**src/rtl/gray_step_tracker.sv**
```systemverilog
// gray_step_tracker
// Receive side of a Gray-coded count path. The incoming Gray word is passed
// through a multi-flop synchroniser, decoded to binary, registered, and every
// sample-to-sample change is classified as up, down, hold or illegal skip.
// A lock state machine and a saturating error counter report link health.
//
// Ports:
//   clk        - clock, all state updates on the rising edge
//   reset      - asynchronous, active-high reset
//   gray_in    - Gray word, asynchronous to clk
//   clear_err  - synchronous request to clear err_count
//   bin_out    - decoded binary value, registered
//   bin_valid  - bin_out holds a decoded post-reset sample
//   step_up    - one-cycle pulse, bin_out = previous + 1 (mod 2^DATA_WIDTH)
//   step_down  - one-cycle pulse, bin_out = previous - 1 (mod 2^DATA_WIDTH)
//   skip_err   - one-cycle pulse, change other than +/-1
//   locked     - lock state machine is in TRACK
//   err_count  - saturating count of skip_err pulses
module gray_step_tracker #(
  parameter int DATA_WIDTH  = 4,
  parameter int SYNC_STAGES = 2,
  parameter int RELOCK      = 4,
  parameter int ERR_W       = 8
) (
  input  logic                  clk,
  input  logic                  reset,
  input  logic [DATA_WIDTH-1:0] gray_in,
  input  logic                  clear_err,
  output logic [DATA_WIDTH-1:0] bin_out,
  output logic                  bin_valid,
  output logic                  step_up,
  output logic                  step_down,
  output logic                  skip_err,
  output logic                  locked,
  output logic [ERR_W-1:0]      err_count
);

  localparam int FILL_W   = $clog2(SYNC_STAGES + 1);
  localparam int RELOCK_W = $clog2(RELOCK + 1);
  localparam logic [FILL_W-1:0]   FILL_DONE  = FILL_W'(SYNC_STAGES);
  localparam logic [RELOCK_W-1:0] RELOCK_MAX = RELOCK_W'(RELOCK);
  localparam logic [ERR_W-1:0]    ERR_MAX    = '1;

  typedef enum logic [1:0] {
    ACQUIRE,
    TRACK,
    FAULT
  } state_t;

  logic [DATA_WIDTH-1:0] sync_q [SYNC_STAGES];

  logic [DATA_WIDTH-1:0] binOut_q,    binOut_d;
  logic                  binValid_q,  binValid_d;
  logic                  stepUp_q,    stepUp_d;
  logic                  stepDown_q,  stepDown_d;
  logic                  skipErr_q,   skipErr_d;
  logic [ERR_W-1:0]      errCount_q,  errCount_d;
  logic [FILL_W-1:0]     fillCnt_q,   fillCnt_d;
  logic [RELOCK_W-1:0]   relockCnt_q, relockCnt_d;
  state_t                state_q,     state_d;

  logic [DATA_WIDTH-1:0] newBin;
  logic [DATA_WIDTH-1:0] prevPlus;
  logic [DATA_WIDTH-1:0] prevMinus;
  logic                  loadEn;
  logic                  legalSample;

  // Prefix XOR from the MSB down turns a Gray word back into binary.
  function automatic logic [DATA_WIDTH-1:0] grayToBin(input logic [DATA_WIDTH-1:0] g);
    logic [DATA_WIDTH-1:0] b;
    b[DATA_WIDTH-1] = g[DATA_WIDTH-1];
    for (int i = DATA_WIDTH - 2; i >= 0; i--) begin
      b[i] = b[i+1] ^ g[i];
    end
    return b;
  endfunction

  // Plain flop chain; nothing looks at the word until it leaves the last stage.
  always_ff @(posedge clk or posedge reset) begin
    if (reset) begin
      for (int i = 0; i < SYNC_STAGES; i++) begin
        sync_q[i] <= '0;
      end
    end else begin
      sync_q[0] <= gray_in;
      for (int i = 1; i < SYNC_STAGES; i++) begin
        sync_q[i] <= sync_q[i-1];
      end
    end
  end

  assign newBin    = grayToBin(sync_q[SYNC_STAGES-1]);
  assign prevPlus  = binOut_q + DATA_WIDTH'(1);
  assign prevMinus = binOut_q - DATA_WIDTH'(1);

  // The fill counter stops at SYNC_STAGES, at which point the last sync stage
  // holds a post-reset sample and the decode register may start loading.
  assign loadEn = (fillCnt_q == FILL_DONE);

  always_comb begin
    binOut_d    = binOut_q;
    binValid_d  = binValid_q;
    stepUp_d    = 1'b0;
    stepDown_d  = 1'b0;
    skipErr_d   = 1'b0;
    fillCnt_d   = fillCnt_q;
    relockCnt_d = relockCnt_q;
    state_d     = state_q;
    errCount_d  = errCount_q;
    legalSample = 1'b0;

    if (!loadEn) begin
      fillCnt_d = fillCnt_q + FILL_W'(1);
    end

    // The first loaded sample only seeds the reference; it never pulses.
    if (loadEn) begin
      binOut_d   = newBin;
      binValid_d = 1'b1;
      if (binValid_q) begin
        if (newBin == binOut_q) begin
          legalSample = 1'b1;
        end else if (newBin == prevPlus) begin
          stepUp_d    = 1'b1;
          legalSample = 1'b1;
        end else if (newBin == prevMinus) begin
          stepDown_d  = 1'b1;
          legalSample = 1'b1;
        end else begin
          skipErr_d = 1'b1;
        end
      end
    end

    case (state_q)
      ACQUIRE: begin
        relockCnt_d = '0;
        if (loadEn) begin
          state_d = TRACK;
        end
      end
      TRACK: begin
        if (skipErr_d) begin
          state_d     = FAULT;
          relockCnt_d = '0;
        end
      end
      FAULT: begin
        if (skipErr_d) begin
          relockCnt_d = '0;
        end else if (legalSample) begin
          if (relockCnt_q + RELOCK_W'(1) == RELOCK_MAX) begin
            state_d     = TRACK;
            relockCnt_d = '0;
          end else begin
            relockCnt_d = relockCnt_q + RELOCK_W'(1);
          end
        end
      end
      default: begin
        state_d     = ACQUIRE;
        relockCnt_d = '0;
      end
    endcase

    // A clear coinciding with a skip still records that skip.
    if (clear_err) begin
      errCount_d = skipErr_d ? ERR_W'(1) : '0;
    end else if (skipErr_d && (errCount_q != ERR_MAX)) begin
      errCount_d = errCount_q + ERR_W'(1);
    end
  end

  always_ff @(posedge clk or posedge reset) begin
    if (reset) begin
      binOut_q    <= '0;
      binValid_q  <= 1'b0;
      stepUp_q    <= 1'b0;
      stepDown_q  <= 1'b0;
      skipErr_q   <= 1'b0;
      errCount_q  <= '0;
      fillCnt_q   <= '0;
      relockCnt_q <= '0;
      state_q     <= ACQUIRE;
    end else begin
      binOut_q    <= binOut_d;
      binValid_q  <= binValid_d;
      stepUp_q    <= stepUp_d;
      stepDown_q  <= stepDown_d;
      skipErr_q   <= skipErr_d;
      errCount_q  <= errCount_d;
      fillCnt_q   <= fillCnt_d;
      relockCnt_q <= relockCnt_d;
      state_q     <= state_d;
    end
  end

  assign bin_out   = binOut_q;
  assign bin_valid = binValid_q;
  assign step_up   = stepUp_q;
  assign step_down = stepDown_q;
  assign skip_err  = skipErr_q;
  assign locked    = (state_q == TRACK);
  assign err_count = errCount_q;

endmodule

```
**config.mk**
```make
export PLATFORM = sky130hd
export DESIGN_NAME = gray_step_tracker
export DESIGN_NICKNAME = d
export VERILOG_FILES = /design/src/rtl/gray_step_tracker.sv
export SDC_FILE = /design/constraint.sdc
export NUM_CORES = 1
export LEC_CHECK = 0
export BUFFER_PORTS_ARGS = -buffer_cell sky130_fd_sc_hd__buf_4
export CORE_MARGIN = 4
export CORE_UTILIZATION = 28
export CTS_CLUSTER_SIZE = 8
export DETAILED_ROUTE_END_ITERATION = 6
export PLACE_DENSITY = 0.41
export SYNTH_ARGS = -nofsm -noshare
export SYNTH_HDL_FRONTEND = slang
export SYNTH_SLANG_ARGS = --single-unit
export TNS_END_PERCENT = 30
```
**constraint.sdc**
```tcl
create_clock -name clk -period 3.5 [get_ports clk]
set_clock_uncertainty 0.2 [all_clocks]
set_input_delay 0.525 -clock clk [delete_from_list [all_inputs] [get_ports clk]]
set_output_delay 0.525 -clock clk [all_outputs]
set_load 0.02 [all_outputs]
```
==> results.toml <==
[pwr]
p_sw_uw = 374
peakVddDrop_v = 0.000215
switching_share_pct = 32.4
total_power_mw = 1.15
power.share.clock_pct = 31.2
p_leak_nw = 0.943
pwr-share-seq_pct = 40.1
p_per_area_mw_per_mm2 = 575
combinationalPowerShare_pct = 28.6
intPower_uw = 780

[clock_tree]
hold_buffers = 0
cts_num_sinks = 31
clkLatencyLatePin_ns = 0.28
cts_tree = "yes"
ctsRootBufferMaster = "clkbuf_8"
htreeDepth = 2
path_clk_slew_ns = 0.07
cts_setup_buffers = 0
clockBufferDepth = 2
numCtsBuffers = 5
post_cts_resized = 0

[job]
drv_cap = 0

[sta]
rsz0062_at_grt = "false"
relSlewSlack_pct = 64.3
finalHoldViolCount = 0
maxSlewViolCount = 0
worst_pin_slew_ns = 0.535
tns_ns = 0
setup_viol = 0
max_freq_mhz = 332
period_needed_ns = 3.01
min_period_over_period_pct = 86.0

[final_layout]
synthToLayoutAreaGrowth_pct = 21.6
drive_gt1_share_pct = 25.6
nFillCells = 594
final_nets = 193
multi_input_area_um2 = 802
regArea_um2 = 776
n_antenna_cell = 0

[grt]
grt_pass1_wl_um = 6050
grt_max_degree = 32
antenna_found_initial = 0
grt_use_total_pct = 10.6
overflow = 0
grt_pass1_vias = 1264

[placed_design]
gp_congestion = 0.784
dp_hpwl_um = 2520
port_buffers = 23

[synthesis]
synth.mux.area_fraction_pct = 2.81
synth_top_family_by_area = "simple AND/OR/NAND/NOR gates"
synthXorXnorAreaFrac_pct = 8.95
synth.distinct_cells = 45
syn_nets = 167
synthFlopType = "dfrtp_1"
ys_seq_area_share_pct = 47.0
synth-compound-area-share_pct = 14.1
synthTopCellsByArea = "dfrtp_1 (47%), ha_1 (5.3%), xnor2_1 (3.2%), nand2_1 (2.7%), xor2_1 (2.7%)"
synth_area_leader_cell = "dfrtp_1"
async_flop_share_pct = 100
synth.ff_latch_count = 31
netlist_instances = 153
yosys.area.top_type_share_pct = 47.0
synth_warnings = 0
synthAdderAreaFrac_pct = 5.31
yosys.area_share.simple_pct = 17.4
synth_edf_count = 0
mappedNetlistArea_mm2 = 0.00165
avgSynthCellArea_um2 = 10.8

[floorplan]
io_pins = 24
die-height_um = 84.8
core_mm2 = 0.00561
rows = 27
floorplan.die_area_mm2 = 0.00719
start_util_pct = 29.4
fp.dieW_um = 84.8

[critical_path]
cp_data_arrival_time_ns = 2.97
path_class = "flip-flop to flip-flop"
startpoint_type = "flip-flop"
crit_required_ns = 3.46
path_max_fanout = 15
crit_path_end_kind = "flip-flop"

[route]
num_vias = 1195
drc = 0
vias_per_cell = 4.74
drt_wl_total_um = 3400
ant_nets = 0
dr.pass1.iters = 4
wl_per_cell_um = 13.5
drt_iter0_drc = 44

[min_path]
hp-class = "primary input to async pin"

[outcome]
outcome = "finished clean"
## sequential cells by signal, summed over array words and instances (netlist names)
signal and count:
err_count 8, skip_err 1, bin_out 4, newBin 1, relockCnt_q 3, step_up 1
step_down 1, fillCnt_q 2, sync_q 7, state_q 2, bin_valid 1
## final cells by class
class | instances | share of cell area (%)
clock buffers | 6 | 4.11
clock inverters | 2 | 1.75
flip-flops and latches | 31 | 38.7
multi-input cells | 107 | 40.0
repair buffers | 25 | 9.35
inverters | 9 | 1.68
well taps | 72 | 4.49
## Yosys cell counts, types with 4 or more instances
cell type  number
o21ai_0         7
nand3_1         8
nor2_1          8
xor2_1          5
nand2_1        12
dfrtp_1        31
xnor2_1         6
nor2b_1         4
ha_1            7
a21oi_1         6
inv_1           9
and3_1          5
## cells by family (layout without fill, tap and decap cells)
kind of cell / count (synthesis) / after routing
AND/OR/NAND/NOR: 52 / 52
AO/OA/AOI/OAI: 31 / 31
flip-flops: 31 / 31
buffers and inverters: 15 / 42
XOR/XNOR: 13 / 13
adder cells (fa/ha/maj): 7 / 7
multiplexers: 4 / 4
## critical path, cell delays in order, from the launching register on
cell	delay, ns
dfrtp_1	0.46
xor3_2	0.56
and3_1	0.20
o211a_1	0.24
a2111o_1	0.62
a22o_2	0.35
mux2_4	0.26
## placed cells by master (no fill, tap or decap), types with 4 or more instances in the layout
master	instances
ha_1	7
dfrtp_1	31
a21oi_1	6
o21ai_0	7
nor2_1	8
xor2_1	5
nor2b_1	4
nand3_1	8
and3_1	5
clkbuf_8	6
nand2_1	12
inv_1	9
buf_4	25
xnor2_1	6
## power groups by stage
stage | sequential [mW] | combinational (mW) | clock [mW]
floorplan | 0.487 | 0.210 | 0
global placement | 0.468 | 0.327 | 0
detailed placement | 0.469 | 0.335 | 0
CTS | 0.463 | 0.336 | 0.372
global route | 0.472 | 0.367 | 0.391
finish | 0.463 | 0.330 | 0.361
## final timing paths
check | from | to | slack [ns] | cells after the start
min in group clk | gray_in[3] | sync_q[7]$_DFF_PP0_ | 0.15 | 1
min | reset | skip_err$_DFF_PP0_ | 0.12 | 3
min reg2reg | sync_q[5]$_DFF_PP0_ | sync_q[1]$_DFF_PP0_ | 0.15 | 0
max | newBin[3]$_DFF_PP0_ | relockCnt_q[0]$_DFFE_PP0P_ | 0.49 | 6
max in group asynchronous | reset | state_q[1]$_DFFE_PP0P_ | 2.69 | 3
max reg2reg | newBin[3]$_DFF_PP0_ | relockCnt_q[0]$_DFFE_PP0P_ | 0.49 | 6
## per-stage QoR
stage                     hold slack, ns  utilization, %  instances  area, um2  worst slack, ns
after detailed placement           0.137            33.7        244       1890            0.505
after floorplan                    0.131               -        153       1650            0.879
after global routing               0.132            35.8        252       2010            0.320
after CTS                          0.137            35.8        252       2010            0.483
after global placement             0.133            33.7        244       1890            0.564
final                              0.121            35.8        252       2010            0.488
## routing by layer
| metal | routed length, um | vias to the layer above | part of all wire, % | track usage (%) |
|---|---|---|---|---|
| li1 | - | 587 | - | - |
| met1 | 1520 | 577 | 45 | 12.2 |
| met2 | 1650 | 26 | 49 | 17.7 |
| met3 | 185 | 5 | 5.4 | 3.93 |
| met4 | 45 | 0 | 1.3 | 4.60 |
| met5 | 0 | - | 0 | 0 |
No activity file was read; power rests on OpenSTA's default activity.
